### src/rtl/addsub_pkg.sv
// Shared constants and helpers for the pipelined add/sub datapath.
// Flag bit positions and chunk extraction used by every stage.
package addsub_pkg;

  localparam int FLAG_C    = 0;
  localparam int FLAG_V    = 1;
  localparam int FLAG_Z    = 2;
  localparam int FLAG_N    = 3;
  localparam int NUM_FLAGS = 4;
  localparam int MAX_W     = 64;

  // Returns chunk k (cw bits wide) of vec, right-aligned and zero-extended.
  function automatic logic [MAX_W-1:0] chunk_of(input logic [MAX_W-1:0] vec,
                                                input int k, input int cw);
    logic [MAX_W-1:0] mask;
    mask = (MAX_W'(1) << cw) - MAX_W'(1);
    return (vec >> (k * cw)) & mask;
  endfunction

endpackage

### src/rtl/addsub_chunk.sv
// Combinational CW-bit ripple adder made of full adder cells.
module addsub_chunk #(
  parameter int CW = 4
) (
  input  logic [CW-1:0] a,
  input  logic [CW-1:0] b,
  input  logic          cin,
  output logic [CW-1:0] sum,
  output logic          cout
);

  logic [CW:0] c;

  assign c[0] = cin;

  for (genvar i = 0; i < CW; i++) begin : g_bit
    addsub_fa u_fa (
      .a   (a[i]),
      .b   (b[i]),
      .cin (c[i]),
      .sum (sum[i]),
      .cout(c[i+1])
    );
  end

  assign cout = c[CW];

endmodule

### src/rtl/addsub_fa.sv
// One-bit full adder cell, the building block of the chunk ripple adders.
module addsub_fa (
  input  logic a,
  input  logic b,
  input  logic cin,
  output logic sum,
  output logic cout
);

  assign sum  = a ^ b ^ cin;
  assign cout = (a & b) | (cin & (a ^ b));

endmodule

### src/rtl/addsub_pipe.sv
// Pipelined two's-complement adder/subtractor: one CW-bit chunk per stage,
// carry registered between stages, valid/ready handshake on both sides.
module addsub_pipe
  import addsub_pkg::*;
#(
  parameter int WIDTH  = 16,
  parameter int STAGES = 4
) (
  input  logic             Clk,
  input  logic             Reset,
  input  logic             InValid,
  output logic             InReady,
  input  logic [WIDTH-1:0] A,
  input  logic [WIDTH-1:0] B,
  input  logic             Sub,
  output logic             OutValid,
  input  logic             OutReady,
  output logic [WIDTH-1:0] Sum,
  output logic             Cout,
  output logic             Overflow,
  output logic             Zero,
  output logic             Negative
);

  localparam int CW  = WIDTH / STAGES;
  localparam int MSB = WIDTH - 1;

  logic                 advance;
  logic                 out_vld;
  logic [WIDTH-1:0]     sum_q;
  logic [NUM_FLAGS-1:0] flags_q;

  // Stage inputs: element k feeds stage k. Operands carry the still-unused
  // upper chunks (skew); s_p carries the already-completed lower chunks.
  logic [WIDTH-1:0] a_p   [STAGES];
  logic [WIDTH-1:0] b_p   [STAGES];
  logic [WIDTH-1:0] s_p   [STAGES];
  logic             cy_p  [STAGES];
  logic             sub_p [STAGES];
  logic             vld_p [STAGES];

  assign advance  = !out_vld | OutReady;
  assign InReady  = advance;

  assign a_p[0]   = A;
  assign b_p[0]   = B ^ {WIDTH{Sub}};
  assign s_p[0]   = '0;
  assign cy_p[0]  = Sub;
  assign sub_p[0] = Sub;
  assign vld_p[0] = InValid;

  for (genvar k = 0; k < STAGES; k++) begin : g_stage
    logic [CW-1:0]    ch_a;
    logic [CW-1:0]    ch_b;
    logic [CW-1:0]    ch_s;
    logic             ch_c;
    logic [WIDTH-1:0] s_new;

    assign ch_a  = CW'(chunk_of(MAX_W'(a_p[k]), k, CW));
    assign ch_b  = CW'(chunk_of(MAX_W'(b_p[k]), k, CW));
    assign s_new = s_p[k] | (WIDTH'(ch_s) << (k * CW));

    addsub_chunk #(.CW(CW)) u_chunk (
      .a   (ch_a),
      .b   (ch_b),
      .cin (cy_p[k]),
      .sum (ch_s),
      .cout(ch_c)
    );

    if (k < STAGES - 1) begin : g_mid
      logic [WIDTH-1:0] a_q;
      logic [WIDTH-1:0] b_q;
      logic [WIDTH-1:0] s_q;
      logic             cy_q;
      logic             sub_q;
      logic             vld_q;

      // ---- stage k -> stage k+1 boundary ----
      always_ff @(posedge Clk) begin
        if (Reset) begin
          vld_q <= 1'b0;
          a_q   <= '0;
          b_q   <= '0;
          s_q   <= '0;
          cy_q  <= 1'b0;
          sub_q <= 1'b0;
        end else if (advance) begin
          vld_q <= vld_p[k];
          if (vld_p[k]) begin
            a_q   <= a_p[k];
            b_q   <= b_p[k];
            s_q   <= s_new;
            cy_q  <= ch_c;
            sub_q <= sub_p[k];
          end
        end
      end

      assign a_p[k+1]   = a_q;
      assign b_p[k+1]   = b_q;
      assign s_p[k+1]   = s_q;
      assign cy_p[k+1]  = cy_q;
      assign sub_p[k+1] = sub_q;
      assign vld_p[k+1] = vld_q;
    end else begin : g_last
      logic [NUM_FLAGS-1:0] fl;

      always_comb begin
        fl         = '0;
        fl[FLAG_C] = ch_c ^ sub_p[k];
        fl[FLAG_V] = (a_p[k][MSB] == b_p[k][MSB]) & (s_new[MSB] != a_p[k][MSB]);
        fl[FLAG_Z] = ~|s_new;
        fl[FLAG_N] = s_new[MSB];
      end

      // ---- final stage -> output register boundary ----
      always_ff @(posedge Clk) begin
        if (Reset) begin
          out_vld <= 1'b0;
          sum_q   <= '0;
          flags_q <= '0;
        end else if (advance) begin
          out_vld <= vld_p[k];
          if (vld_p[k]) begin
            sum_q   <= s_new;
            flags_q <= fl;
          end
        end
      end
    end
  end

  assign OutValid = out_vld;
  assign Sum      = sum_q;
  assign Cout     = flags_q[FLAG_C];
  assign Overflow = flags_q[FLAG_V];
  assign Zero     = flags_q[FLAG_Z];
  assign Negative = flags_q[FLAG_N];

endmodule
### config.mk
export PLATFORM = sky130hd
export DESIGN_NAME = addsub_pipe
export DESIGN_NICKNAME = d
export VERILOG_FILES = /design/src/rtl/addsub_pkg.sv /design/src/rtl/addsub_chunk.sv /design/src/rtl/addsub_fa.sv /design/src/rtl/addsub_pipe.sv
export SDC_FILE = /design/constraint.sdc
export NUM_CORES = 1
export LEC_CHECK = 0
export ABC_AREA = 1
export ABC_CLOCK_PERIOD_IN_PS = 2950
export BUFFER_PORTS_ARGS = -buffer_cell sky130_fd_sc_hd__buf_4
export CAP_MARGIN = 20
export CORE_MARGIN = 3
export CORE_UTILIZATION = 40
export DETAILED_ROUTE_END_ITERATION = 12
export PLACE_DENSITY = 0.71
export REMOVE_ABC_BUFFERS = 1
export SYNTH_ARGS = -nofsm -noshare
export SYNTH_HDL_FRONTEND = slang
export SYNTH_HIERARCHICAL = 1
export SYNTH_SLANG_ARGS = --single-unit
### constraint.sdc
create_clock -name Clk -period 2.95 [get_ports Clk]
set_input_delay 0.4425 -clock Clk [delete_from_list [all_inputs] [get_ports Clk]]
set_output_delay 0.4425 -clock Clk [all_outputs]
set_load 0.05 [all_outputs]
==> metrics.yaml <==
vdd_drop_max_uv: 296.9
cts_post_setup_buffers_inserted: 0
reg2reg_to: "flags_q[2]"
hold_path_startpoint: "A[6]"
grt_first_pass_wirelength_um: 12740
ys_top_cells_by_area: "sky130_fd_sc_hd__dfxtp_1, sky130_fd_sc_hd__nor2_1, sky130_fd_sc_hd__o21ai_0, sky130_fd_sc_hd__fa_1, sky130_fd_sc_hd__a21oi_1"
vias_per_cell: 4.568
rr_startpoint: "g_stage[2].g_mid.a_q[12]"
critPathTopFamily: "adder cells"
fillCellCount: 978
worst_path_max_delay_cell: "sky130_fd_sc_hd__fa_1"
die_width_um: 106.5
grt_start_max_net_pins: 91
clock_path_buffers: 2
core.rowCount: 36
post_synth_num_cell_types: 21
cp_data_arrival_time_ps: 2840
criticalPathCategory: "register to register"
reg2reg_depth: 9
crit_required_ps: 3230
synthDominantAreaCellType: "sky130_fd_sc_hd__dfxtp_1"
tritoncts: "built"
dominant_register_cell_in_the_synthesized_netlist: "sky130_fd_sc_hd__dfxtp_1"
io_pins: 59
ys_seq_area_share_pct: 50.00
setup-violations-final: 0
postCtsHoldBufs: 0
areaGrowthSynthToFinish_pct: 16.27
port_buffers: 58
clock_insertion_delay_at_the_later_pin_of_the_skew_report_ps: 350
worstHoldPathCells: 3
finish.net_count: 573
cts.clk_slew.worst_paths_ps: 90
global_route.overflow_total: 0
worst-path-stages: 9
post_route_setup_tns_ps: 0
core_region_area_um2: 9819
dp_worst_setup_slack_ps: 142.0
cp_common_cell: "sky130_fd_sc_hd__fa_1"
pd_cells_nw_per_um2: 589.8
worst_hold_path_type: "primary input to register"
r2r_slack_ps: 390
dp_hpwl_um: 5335
cts_root_buf: "sky130_fd_sc_hd__clkbuf_8"
dr_total_vias: 3006
antenna_found_initial: 0
design.die.area_um2: 11350
status: "complete, no violations"
yosys_register_bits: 101
max_clock_freq_mhz: 390.3
timing.final.ws_setup_ps: 387.9
post-synth-top-area-fraction_pct: 50.00
synthesis.area_per_instance_um2: 8.442
finalWeightedCongestion: 0.7225
transition_at_the_pin_with_the_smallest_max_transition_slack_ps: 747.0
global_route.usage.total_pct: 13.56
maxSlewViolCount: 0
die_height_um: 106.5
synth_warnings: 6
worst_setup_path_start_kind: "register"
finalWirelength_um: 7406
slew_headroom_pct: 50.08
buffering_stage_count_on_the_worst_path_with_inverters_included: 0
cts_repair_resizes: 0
multi_input_gate_area_um2: 1805
synthesis.instances: 479
fin_skew_ps: 8.363
wl_per_cell_um: 11.26
synthTopCellsByCount: "sky130_fd_sc_hd__nor2_1, sky130_fd_sc_hd__dfxtp_1, sky130_fd_sc_hd__o21ai_0"
initial_utilization_pct: 41.18
area_of_the_mapped_netlist_um2: 4044
max-cap-violations: 0
leakagePower_uw: 0.001961
postPlaceCellArea_um2: 4489
drc: 0
layout_cell_share_with_drive_strength_beyond_1_pct: 16.57
final_cell_area_um2: 4702
post_detailed_route_count_of_antenna_violating_nets: 0
timing.final.hold_violations: 0
cts_made_buffers: 9
drt_iter0_drc: 142
synth-edff-count: 0
area.sequential_um2: 2022
first_global_vias: 2910
synth_async_sr_flop_share_pct: 0
endpoint_kind: "register"
cts_max_level: 3
post-route-min-period_ps: 2562
worst_hold_path.endpoint: "g_stage[0].g_mid.a_q[6]"
diodes_inserted: 0
yosysMostFrequentCell: "sky130_fd_sc_hd__nor2_1"
crit_path_max_fanout: 4
rsz_0062_raised_after_global_routing: "no"
period_share_pct: 86.85
cts_num_sinks: 101
first_pass_iters: 4
critical-path-max-stage-delay_ps: 500
crit_path_cell_trace: "fa_1, fa_1, fa_1, fa_1, nor2_1, nand2_1, nor2_1, nand3_1, a21oi_1"
worst max path at each step:
stage,from,to
2_1_floorplan,Sub,g_stage[0].g_mid.s_q[3]
3_3_place_gp,Sub,g_stage[0].g_mid.s_q[3]
3_5_place_dp,Sub,g_stage[0].g_mid.s_q[3]
4_1_cts,g_stage[2].g_mid.a_q[12],flags_q[2]
5_1_grt,g_stage[2].g_mid.a_q[12],flags_q[2]
6_report,g_stage[2].g_mid.a_q[12],flags_q[2]
cells in the final DEF, fill, tap and decap left out, types with 2 or more instances in the layout:
master / Yosys / final
sky130_fd_sc_hd__nor2_4: 2 / 2
sky130_fd_sc_hd__dfxtp_1: 101 / 101
sky130_fd_sc_hd__fa_1: 16 / 16
sky130_fd_sc_hd__clkbuf_8: 0 / 9
sky130_fd_sc_hd__a211oi_1: 5 / 5
sky130_fd_sc_hd__buf_4: 6 / 60
sky130_fd_sc_hd__inv_2: 3 / 3
sky130_fd_sc_hd__nor2_1: 168 / 168
sky130_fd_sc_hd__a21oi_1: 20 / 20
sky130_fd_sc_hd__nand2_1: 10 / 10
sky130_fd_sc_hd__xor2_1: 7 / 7
sky130_fd_sc_hd__nand2_2: 3 / 3
sky130_fd_sc_hd__bufinv_16: 0 / 2
sky130_fd_sc_hd__xnor2_1: 10 / 10
sky130_fd_sc_hd__o21ai_0: 90 / 90
sky130_fd_sc_hd__nand2_4: 2 / 2
sky130_fd_sc_hd__inv_1: 9 / 8
sky130_fd_sc_hd__clkinv_2: 0 / 4
sequential cells by signal, summed over array words and instances (netlist names):
signal and flops:
OutValid 1, Sum 16, flags_q 3, g_stage.g_mid.a_q 24
g_stage.g_mid.b_q 24, g_stage.g_mid.cy_q 3, g_stage.g_mid.s_q 24, g_stage.g_mid.sub_q 3
g_stage.g_mid.vld_q 3
power by group:
group | switching, µW | internal, µW | leakage [µW] | total, µW
combinational | 208 | 145 | 0.00102 | 352
clock | 448 | 475 | 0.000113 | 923
sequential | 49.4 | 1450 | 0.000830 | 1500
metal layers:
metal  routed length, µm  global-route usage (%)
met1                3617                   17.26
met2                3437                   23.21
met3                 250                   2.125
met4                  99                   5.114
met5                   0                       0
logic make-up after synthesis:
| group | count (synthesis) | synth area share (%) |
|---|---|---|
| fa+ha+maj | 16 | 7.921 |
| compound gates | 116 | 14.67 |
| simple gates | 187 | 18.38 |
| xor+xnor | 17 | 3.682 |
| buf+inv | 42 | 5.352 |
| flops | 101 | 50.00 |
per-stage QoR:
step / hold WS (ps) / util (%) / power, µW / std cells
6_report: 336.9 / 47.88 / 2773 / 658
5_1_grt: 336.7 / 47.88 / 2914 / 658
4_1_cts: 321.8 / 47.88 / 2806 / 658
3_5_place_dp: 451.9 / 45.72 / 1887 / 642
3_3_place_gp: 443.1 / 45.72 / 1872 / 642
2_1_floorplan: 431.8 / - / 1755 / 449
cell type report:
class	count	share of cell area [%]
repair buffers	60	9.580
clock buffers	9	2.634
well taps	133	3.539
inverters	12	0.9580
multi-input cells	336	38.40
clock inverters	7	1.889
flip-flops and latches	101	43.00
tightest hold or removal path: cells and delay by family:
| family | cells | cell delay (ps) |
|---|---|---|
| and+or+nand+nor | 1 | 70 |
| AOI/OAI and AO/OA | 1 | 70 |
| buffers and inverters | 1 | 70 |
No activity file was read; power rests on OpenSTA's default activity.
